File: src/rtl/detector_nota_pkg.sv
// rtl/detector_nota_pkg.sv - note codes, nominal half-periods and classifier for detector_nota
package detector_nota_pkg;

  typedef enum logic [2:0] {
    NONE = 3'd0,
    DO   = 3'd1,
    RE   = 3'd2,
    MI   = 3'd3,
    FA   = 3'd4,
    SI   = 3'd5
  } note_e;

  typedef enum logic [1:0] {
    ST_SILENT = 2'd0,
    ST_ARMED  = 2'd1,
    ST_LOCKED = 2'd2
  } state_e;

  typedef struct packed {
    logic  low;
    note_e code;
  } class_t;

  localparam int REF_CLK_HZ = 50_000_000;

  // Half-periods in cycles at REF_CLK_HZ, shared with the melody generators
  localparam int HP_DO_HI = 47_779;
  localparam int HP_RE_HI = 42_567;
  localparam int HP_MI_HI = 37_923;
  localparam int HP_FA_HI = 35_794;
  localparam int HP_SI_HI = 50_620;
  localparam int HP_DO_LO = 95_557;
  localparam int HP_RE_LO = 85_132;
  localparam int HP_MI_LO = 75_844;
  localparam int HP_FA_LO = 71_588;
  localparam int HP_SI_LO = 101_239;

  localparam int HP_TABLE [10] = '{HP_DO_HI, HP_RE_HI, HP_MI_HI, HP_FA_HI, HP_SI_HI,
                                   HP_DO_LO, HP_RE_LO, HP_MI_LO, HP_FA_LO, HP_SI_LO};

  // Exact at REF_CLK_HZ; other rates get a proportionally scaled (floored) table
  function automatic int scale_hp(int hp, int clk_hz);
    return int'((longint'(hp) * longint'(clk_hz)) / longint'(REF_CLK_HZ));
  endfunction

  function automatic class_t classify(logic [19:0] cnt, int tol, int clk_hz);
    class_t r;
    int     d;
    r.low  = 1'b0;
    r.code = NONE;
    for (int i = 0; i < 10; i++) begin
      d = int'(cnt) - scale_hp(HP_TABLE[i], clk_hz);
      if (d < 0) d = -d;
      if (d <= tol) begin
        r.code = note_e'(3'(i % 5 + 1));
        r.low  = (i >= 5);
      end
    end
    return r;
  endfunction

endpackage

File: src/rtl/detector_nota_sincronizador_flanco.sv
// rtl/detector_nota_sincronizador_flanco.sv - 2-FF synchronizer with registered dual-edge pulse
module sincronizador_flanco (
  input  logic clk,
  input  logic rst_n,
  input  logic din,
  output logic edge_det
);

  // sh[1:0] synchronize, sh[2] holds the previous synchronized level
  logic [2:0] sh;

  always_ff @(posedge clk or negedge rst_n) begin
    if (!rst_n) begin
      sh       <= 3'b000;
      edge_det <= 1'b0;
    end else begin
      sh       <= {sh[1:0], din};
      edge_det <= sh[1] ^ sh[2];
    end
  end

endmodule

File: src/rtl/detector_nota.sv
// rtl/detector_nota.sv - half-period tone detector; DETECTOR_NOTA_STATS_EN adds lock_count/stats_clr
module detector_nota
  import detector_nota_pkg::*;
#(
  parameter int CLK_HZ  = 50_000_000,
  parameter int TOL     = 512,
  parameter int CONFIRM = 3,
  parameter int TIMEOUT = 1_048_575
) (
  input  logic       clk,
  input  logic       rst_n,
  input  logic       enable,
  input  logic       tone_in,
`ifdef DETECTOR_NOTA_STATS_EN
  input  logic       stats_clr,
  output logic [7:0] lock_count,
`endif
  output logic [2:0] note_code,
  output logic       octave_low,
  output logic       note_valid,
  output logic       tone_present,
  output logic       silence_evt
);

  logic        edge_det;
  state_e      state;
  logic [19:0] count;
  note_e       cand_code;
  logic        cand_low;
  logic [2:0]  match_cnt;
  class_t      meas;
  logic        same_cand;
  logic        same_locked;
  logic        timeout_hit;
  logic [2:0]  next_match;

  sincronizador_flanco u_sync (
    .clk      (clk),
    .rst_n    (rst_n),
    .din      (tone_in),
    .edge_det (edge_det)
  );

  assign meas        = classify(count, TOL, CLK_HZ);
  assign same_cand   = (meas.code == cand_code) && (meas.low == cand_low);
  assign same_locked = (3'(meas.code) == note_code) && (meas.low == octave_low);
  assign timeout_hit = (count == 20'(TIMEOUT));

  always_comb begin
    next_match = 3'd0;
    if (meas.code == NONE)       next_match = 3'd0;
    else if (!same_cand)         next_match = 3'd1;
    else if (match_cnt != 3'd7)  next_match = match_cnt + 3'd1;
    else                         next_match = match_cnt;
  end

  always_ff @(posedge clk or negedge rst_n) begin
    if (!rst_n) begin
      state        <= ST_SILENT;
      count        <= 20'd0;
      cand_code    <= NONE;
      cand_low     <= 1'b0;
      match_cnt    <= 3'd0;
      note_code    <= 3'd0;
      octave_low   <= 1'b0;
      note_valid   <= 1'b0;
      tone_present <= 1'b0;
      silence_evt  <= 1'b0;
    end else begin
      note_valid  <= 1'b0;
      silence_evt <= 1'b0;
      if (!enable) begin
        state        <= ST_SILENT;
        count        <= 20'd0;
        cand_code    <= NONE;
        cand_low     <= 1'b0;
        match_cnt    <= 3'd0;
        note_code    <= 3'd0;
        octave_low   <= 1'b0;
        tone_present <= 1'b0;
      end else begin
        case (state)
          ST_SILENT: begin
            // First edge only opens the measurement window
            if (edge_det) begin
              state        <= ST_ARMED;
              count        <= 20'd1;
              cand_code    <= NONE;
              cand_low     <= 1'b0;
              match_cnt    <= 3'd0;
              tone_present <= 1'b1;
            end
          end
          ST_ARMED, ST_LOCKED: begin
            if (edge_det) begin
              count <= 20'd1;
              if (state == ST_ARMED) begin
                cand_code <= meas.code;
                cand_low  <= meas.low;
                match_cnt <= next_match;
                if (meas.code != NONE && int'(next_match) >= CONFIRM) begin
                  state      <= ST_LOCKED;
                  note_code  <= meas.code;
                  octave_low <= meas.low;
                  note_valid <= 1'b1;
                end
              end else if (!same_locked) begin
                state     <= ST_ARMED;
                cand_code <= meas.code;
                cand_low  <= meas.low;
                match_cnt <= (meas.code == NONE) ? 3'd0 : 3'd1;
              end
            end else if (timeout_hit) begin
              silence_evt  <= (state == ST_LOCKED);
              state        <= ST_SILENT;
              count        <= 20'd0;
              cand_code    <= NONE;
              cand_low     <= 1'b0;
              match_cnt    <= 3'd0;
              note_code    <= 3'd0;
              octave_low   <= 1'b0;
              tone_present <= 1'b0;
            end else begin
              count <= count + 20'd1;
            end
          end
          default: state <= ST_SILENT;
        endcase
      end
    end
  end

`ifdef DETECTOR_NOTA_STATS_EN
  always_ff @(posedge clk or negedge rst_n) begin
    if (!rst_n)                                lock_count <= 8'd0;
    else if (stats_clr)                        lock_count <= 8'd0;
    else if (note_valid && lock_count != 8'hFF) lock_count <= lock_count + 8'd1;
  end
`endif

endmodule
File: config.mk
export PLATFORM = sky130hd
export DESIGN_NAME = detector_nota
export DESIGN_NICKNAME = d
export VERILOG_FILES = /design/src/rtl/detector_nota_pkg.sv /design/src/rtl/detector_nota_sincronizador_flanco.sv /design/src/rtl/detector_nota.sv
export SDC_FILE = /design/constraint.sdc
export NUM_CORES = 1
export LEC_CHECK = 0
export ABC_AREA = 1
export ABC_CLOCK_PERIOD_IN_PS = 3100
export CORE_ASPECT_RATIO = 0.8
export CORE_MARGIN = 2
export CORE_UTILIZATION = 30
export CTS_CLUSTER_SIZE = 8
export DETAILED_ROUTE_END_ITERATION = 16
export HOLD_SLACK_MARGIN = 0.1
export PLACE_DENSITY = 0.46
export SETUP_SLACK_MARGIN = 0.5
export SLEW_MARGIN = 20
export SYNTH_ARGS = -nofsm -noshare
export SYNTH_HDL_FRONTEND = slang
export SYNTH_HIERARCHICAL = 1
export SYNTH_SLANG_ARGS = --single-unit
File: constraint.sdc
create_clock -name clk -period 3.1 [get_ports clk]
set_input_delay 0.775 -clock clk [delete_from_list [all_inputs] [get_ports clk]]
set_output_delay 0.775 -clock clk [all_outputs]
set_load 0.005 [all_outputs]
# ---- Word-level counts from Yosys, hierarchy flattened
# Cells that the tools add are included.
dict set report totals {
  output_inout_bits 7
  elab_cells 166
  reg_bits 40
  input_bits 4
}
dict set report classes {
  muxes 79
  reduce_logical 12
  eq_ne 19
  bitwise 1
  n_lt_le_gt_ge 21
  n_addsub 22
}
# cell count
set op_table {}
lappend op_table {{less-or-equal comparator 32 x 11 -> 1 bit, second input constant} 10}
lappend op_table {{two-way mux 32 bit} 10}
lappend op_table {{negation 21 -> 32 bit} 10}
lappend op_table {{less-than comparator 21 x 1 -> 1 bit, second input constant} 10}
lappend op_table {{subtractor 20 x 16 -> 21 bit, second input constant} 5}
lappend op_table {{subtractor 20 x 17 -> 21 bit, second input constant} 5}
lappend op_table {{two-way mux 20 bit} 4}
lappend op_table {{two-way mux 3 bit} 18}
lappend op_table {{one-hot mux 20 bit (2 select lines)} 1}
lappend op_table {{two-way mux 4 bit} 9}
lappend op_table {{two-way mux 1 bit} 25}
lappend op_table {{adder 20 x 1 -> 20 bit, second input constant} 1}
lappend op_table {{== test 20 bit, second input constant} 1}
lappend op_table {{AND reduction 4 bit} 4}
lappend op_table {{!= test 3 bit, second input constant} 5}
lappend op_table {{two-way mux 2 bit} 7}
lappend op_table {{one-hot mux 3 bit (2 select lines)} 2}
lappend op_table {{!= test 5 bit, second input constant} 2}
lappend op_table {{== test 3 bit} 2}
lappend op_table {{!= test 3 x 1 -> 1 bit, second input constant} 2}
lappend op_table {{!= test 4 x 3 -> 1 bit, second input constant} 1}
lappend op_table {{one-hot mux 1 bit (2 select lines)} 2}
lappend op_table {{one-hot mux 2 bit (2 select lines)} 1}
lappend op_table {{adder 3 x 1 -> 3 bit, second input constant} 1}
lappend op_table {{13 further kinds} 16}

# ---- Depth between registers and ports, before layout
dict set report depth {
  depth_word 25
  depth_mapped 34
  ltp_nobuf 32
}

# ---- Cells and area by module
# Netlist, hierarchy kept.
# module area_per_inst_um2 seq_area_each_um2 instances cells_each
set modules_own_cells {}
lappend modules_own_cells {detector_nota 11427.2 900.9 1 2292}
lappend modules_own_cells {sincronizador_flanco 118.9 100.1 1 9}

# ---- Worst setup path after synthesis
# No wires, ideal clock.
dict set report synth_path {
  kind {reg2reg}
  from {register count[3]}
  to {register note_code[0]}
  setup_time_ns 0.118
  required_time_ns 2.982
  path_buffers 2
  path_slack_ns -0.317
  period_less_slack_ns 3.417
  t_arrival_ns 3.299
  stages_incl_launch_ff 30
  cell_sequence {dfrtp_1 > inv_2 > buf_2 > ha_1 > buf_2 > nand2_1 > o21ai_0 > nand2_1 > nand2_1 > nand2_1 > nand2_1 > nand2_1 > nor2_1 > nand3_1 > nand2_1 > nand2_1 > nand3_1 > nor2_1 > nand3_1 > nor2_1 > nor2_1 > nand4_2 > nand2_1 > nand3_2 > nor2_4 > nand3_2 > nand3_4 > nand3_4 > nand2_1 > nand2_1}
}
dict set report synth_between {
  elab_chain_cells 22
  word_cells_on_any_way 78
  classes_between {20 x add/sub; 21 x order compare; 5 x eq/ne; 27 x mux; 5 x reduce/logical}
}
# item line_no
set synth_lines {}
lappend synth_lines {{start: declaration} detector_nota.sv:27} ;# logic [19:0] count;
lappend synth_lines {{start signal: assignment} detector_nota.sv:124} ;# count <= count + 20'd1;
lappend synth_lines {{subtractor 20 x 16 -> 21 bit} detector_nota_pkg.sv:52} ;# d = int'(cnt) - scale_hp(HP_TABLE[i], clk_hz);
lappend synth_lines {{negation 21 -> 32 bit or less-than comparator 21 x 1 -> 1 bit (tied branches)} detector_nota_pkg.sv:53} ;# if (d < 0) d = -d;
lappend synth_lines {{two-way mux 32 bit} detector_nota_pkg.sv:53}
lappend synth_lines {{less-or-equal comparator 32 x 11 -> 1 bit} detector_nota_pkg.sv:54} ;# if (d <= tol) begin
lappend synth_lines {{two-way mux 1 bit} detector_nota_pkg.sv:54}
lappend synth_lines {{two-way mux 4 bit (9 in series)} detector_nota_pkg.sv:54}
lappend synth_lines {{== test 3 bit} detector_nota.sv:45} ;# assign same_cand = (meas.code == cand_code) && (meas.low == cand_low);
lappend synth_lines {{logical AND 1 bit} detector_nota.sv:45}
lappend synth_lines {{two-way mux 3 bit} detector_nota.sv:52} ;# else if (!same_cand) next_match = 3'd1;
lappend synth_lines {{two-way mux 3 bit} detector_nota.sv:51} ;# if (meas.code == NONE) next_match = 3'd0;
lappend synth_lines {{>= comparator 3 x 2 -> 1 bit} detector_nota.sv:101} ;# if (meas.code != NONE && int'(next_match) >= CONFIRM) begin
lappend synth_lines {{logical AND 1 bit} detector_nota.sv:101}
lappend synth_lines {{!= test 3 bit (no source line)} -}
lappend synth_lines {{AND reduction 4 bit (no source line)} -}
lappend synth_lines {{end signal: assignment} detector_nota.sv:103} ;# note_code <= meas.code;
lappend synth_lines {{end: declaration} detector_nota.sv:18} ;# output logic [2:0] note_code,
# Parallel ways exist; a longest one is shown, timed or not. The select of a mux whose other input is x is not followed.
# A chain may end at the register's enable or synchronous reset.

# ---- Worst setup path after layout
dict set report layout_path {
  from {register count[17]}
  to {register note_code[0]}
}
# Same word-level chain as after synthesis.

==> flow_summary.toml <==
[outcome]
status = "finished, violations left"
violations = "negative setup slack"

[critical_path]
slowest_delay_ns = 0.39
critical_path.slowest_cell = "dfrtp_1"
crit_type = "reg2reg"
cpMostUsedCell = "nand2_1"
crit_path_end_kind = "flip-flop"
worstPathArrival_ns = 4.03
startpoint_type = "flip-flop"
r2r_setup_slack_ns = -0.75
cp_max_fo = 9
cp.required_ns = 3.28

[power]
p_int_mw = 1.49
power_frac_comb_pct = 51.8
netSwitchingPower_mw = 1.05
leakagePower_nw = 10.5
clkPwrFrac_pct = 24.4
p_sw_share_pct = 41.4
vdd_drop_max_uv = 327
powerDensity_nw_per_um2 = 136
power_frac_seq_pct = 23.7
power_mw = 2.54

[finish]
antenna_cells = 0
final_cell_mix = "nand2_1, buf_4, nand3_1"
instances_no_fill = 3398
final_common_cell = "nand2_1"
nFillCells = 4106
syn_to_final_growth_pct = 62.0
drive_gt1_share_pct = 37.3
nNetsFinal = 2927

[logic_synthesis]
synth_top_family_by_area = "simple AND/OR/NAND/NOR gates"
synth_warnings = 6
synthDistinctLibCells = 52
synth_fp_nets = 2326
synthMuxAreaShare_pct = 0
yosysSeqAreaShare_pct = 8.67
synth_xor_area_share_pct = 5.96
synthSimpleGateAreaFrac_pct = 63.5
postSynthCellCount = 2301
synth-compound-area-share_pct = 7.67
synth_area_um2 = 11500
async_reset_ff_share_pct = 100
synth_edf_count = 0
ys_ff_latch = 40
avgSynthCellArea_um2 = 5.02
synth_top_flop_cell = "dfrtp_1"
synthAdderAreaFrac_pct = 2.28

[die]
die_h_um = 179
std_cell_rows = 64
fp.coreArea_um2 = 38100
start_util_pct = 30.3
die_x_um = 223
die-area_um2 = 40100
io_pins = 11

[sta]
setup_viol = 14
worst_pin_slew_ns = 0.939
fin_hold_ws_ns = 0.381
fin_tns_setup_ns = -9.27
hold_viol = 0
max_freq_mhz = 260
timing.final.max_slew_violations = 0
fin_skew_ns = 0.00399
relSlewSlack_pct = 37.4
rsz0062_at_grt = "yes"
fin_ws_ns = -0.746
period_share_pct = 124
post-route-min-period_ns = 3.85

[clock_tree]
clock-root-buffer = "clkbuf_16"
clock_latency_ns = 0.29
cts_max_level = 2
clock-sinks = 40
numCtsBuffers = 5
cts_tree = "yes"
cts_buffer_depth = 2
cts.reportedPaths.clkPinSlew_ns = 0.07

[global_route]
grt_pass1_wl_um = 96800
grt_pass1_vias = 16347
grt_start_max_net_pins = 41
antenna_found_initial = 1
grt_overflow_total = 0
grtUsageTotal_pct = 31.7

[placed_design]
place_inst = 3344
portBuffers = 10
gp_congestion = 1.05
place_hpwl_um = 54400

[detailed_routing]
drtIter0Drc = 1663
avgViaCountPerCell = 5.15
vias = 17516
drc = 0
wl_um = 66300
wl_per_cell_um = 19.5
dr.pass1.iters = 5
ant_nets = 0

[run]
max_cap_viol_count = 0

[min_path]
min-delay-path-class = "reg2reg"
[layout make-up]
type | instances | area (um^2) | area share (%)
Clock inverter | 3 | 46.3 | 0.248
Clock buffer | 5 | 125 | 0.669
Multi-Input combinational cell | 1947 | 10500 | 56.3
Tap cell | 495 | 619 | 3.31
Sequential cell | 40 | 1010 | 5.41
Inverter | 242 | 963 | 5.15
Timing Repair inverter | 1 | 5.00 | 0.0268
Timing Repair Buffer | 665 | 5400 | 28.9
[state kept, by name, indices dropped and copies added, names as in the netlist]
signal	count
octave_low	1
note_code	3
note_valid	1
count	20
u_sync/sh	3
silence_evt	1
tone_present	1
cand_low	1
state	2
cand_code	3
match_cnt	3
u_sync/edge_det	1
[per-layer routing]
layer / global-route usage (%) / vias to the layer above / share of wire, %
li1: - / 8547 / -
met1: 43.8 / 8129 / 44
met2: 49.1 / 709 / 43
met3: 6.96 / 129 / 9.3
met4: 9.95 / 2 / 3.5
met5: 0 / - / 0.011
[cell families after synthesis]
kind of cell               after synthesis
DFF                                     40
xor gates and xnor gates                77
AOI/OAI and AO/OA                      158
adders and majority gates               21
and+or+nand+nor                       1689
buffers and inverters                  316
[power groups by stage]
stage	Sequential, mW	Combinational (mW)	Clock, mW
after floorplan	0.593	0.493	0
after detailed placement	0.603	1.06	0
final	0.602	1.32	0.620
after global placement	0.602	1.06	0
after global routing	0.604	1.40	0.644
after CTS	0.597	1.22	0.632
[cells in the mapped netlist, types with 12 or more instances]
library cell / instances / share of area [%]
nand3_1: 332 / 14
nor2_2: 20 / 1.1
buf_4: 19 / 1.2
nand4_1: 47 / 2.5
nand2_1: 908 / 30
nand2_2: 24 / 1.3
buf_2: 27 / 1.2
a21oi_1: 56 / 2.4
inv_1: 205 / 6.7
dfrtp_1: 40 / 8.7
xor2_1: 64 / 4.9
ha_1: 21 / 2.3
nor2_1: 280 / 9.1
nor3_1: 25 / 1.1
xnor2_1: 12 / 0.91
nand3b_1: 14 / 0.91
o21ai_1: 18 / 0.78
inv_2: 30 / 0.98
o21ai_0: 51 / 2.2
[stage by stage]
| step | util (%) | setup WS (ns) | area (um^2) |
|---|---|---|---|
| 6_report | 49.1 | -0.746 | 18700 |
| 3_3_place_gp | 44.0 | -0.991 | 16800 |
| 5_1_grt | 49.1 | -0.944 | 18700 |
| 2_1_floorplan | - | -0.173 | 11700 |
| 4_1_cts | 46.3 | -0.640 | 17700 |
| 3_5_place_dp | 44.0 | -1.07 | 16800 |
[worst max-delay path, delay by kind of cell (launching register included)]
| family | cells | cell delay (ns) |
|---|---|---|
| buffers and inverters | 4 | 0.59 |
| and+or+nand+nor | 22 | 2.52 |
| AOI/OAI and AO/OA | 1 | 0.22 |
| DFF | 1 | 0.39 |
[path summary, 6_finish.rpt]
kind,end,cells past startpoint,start
worst max register to register,note_code[0]$_DFFE_PN0P_,27,count[17]$_DFFE_PN0P_
worst min register to register,u_sync/sh[1]$_DFF_PN0_,0,u_sync/sh[0]$_DFF_PN0_
max in group asynchronous,count[4]$_DFFE_PN0P_,1,rst_n
worst min-delay path,u_sync/sh[1]$_DFF_PN0_,0,u_sync/sh[0]$_DFF_PN0_
min in group asynchronous,u_sync/sh[0]$_DFF_PN0_,1,rst_n
worst max-delay path,note_code[0]$_DFFE_PN0P_,27,count[17]$_DFFE_PN0P_
[repair_timing]
item,in CTS,in global routing
cloned,1,2
buffers inserted,22,21
hold buffers,0,0
pin swaps,61,68
endpoints found under the setup margin,19,30
gates resized for setup,159,240
No activity file was read; power rests on OpenSTA's default activity.
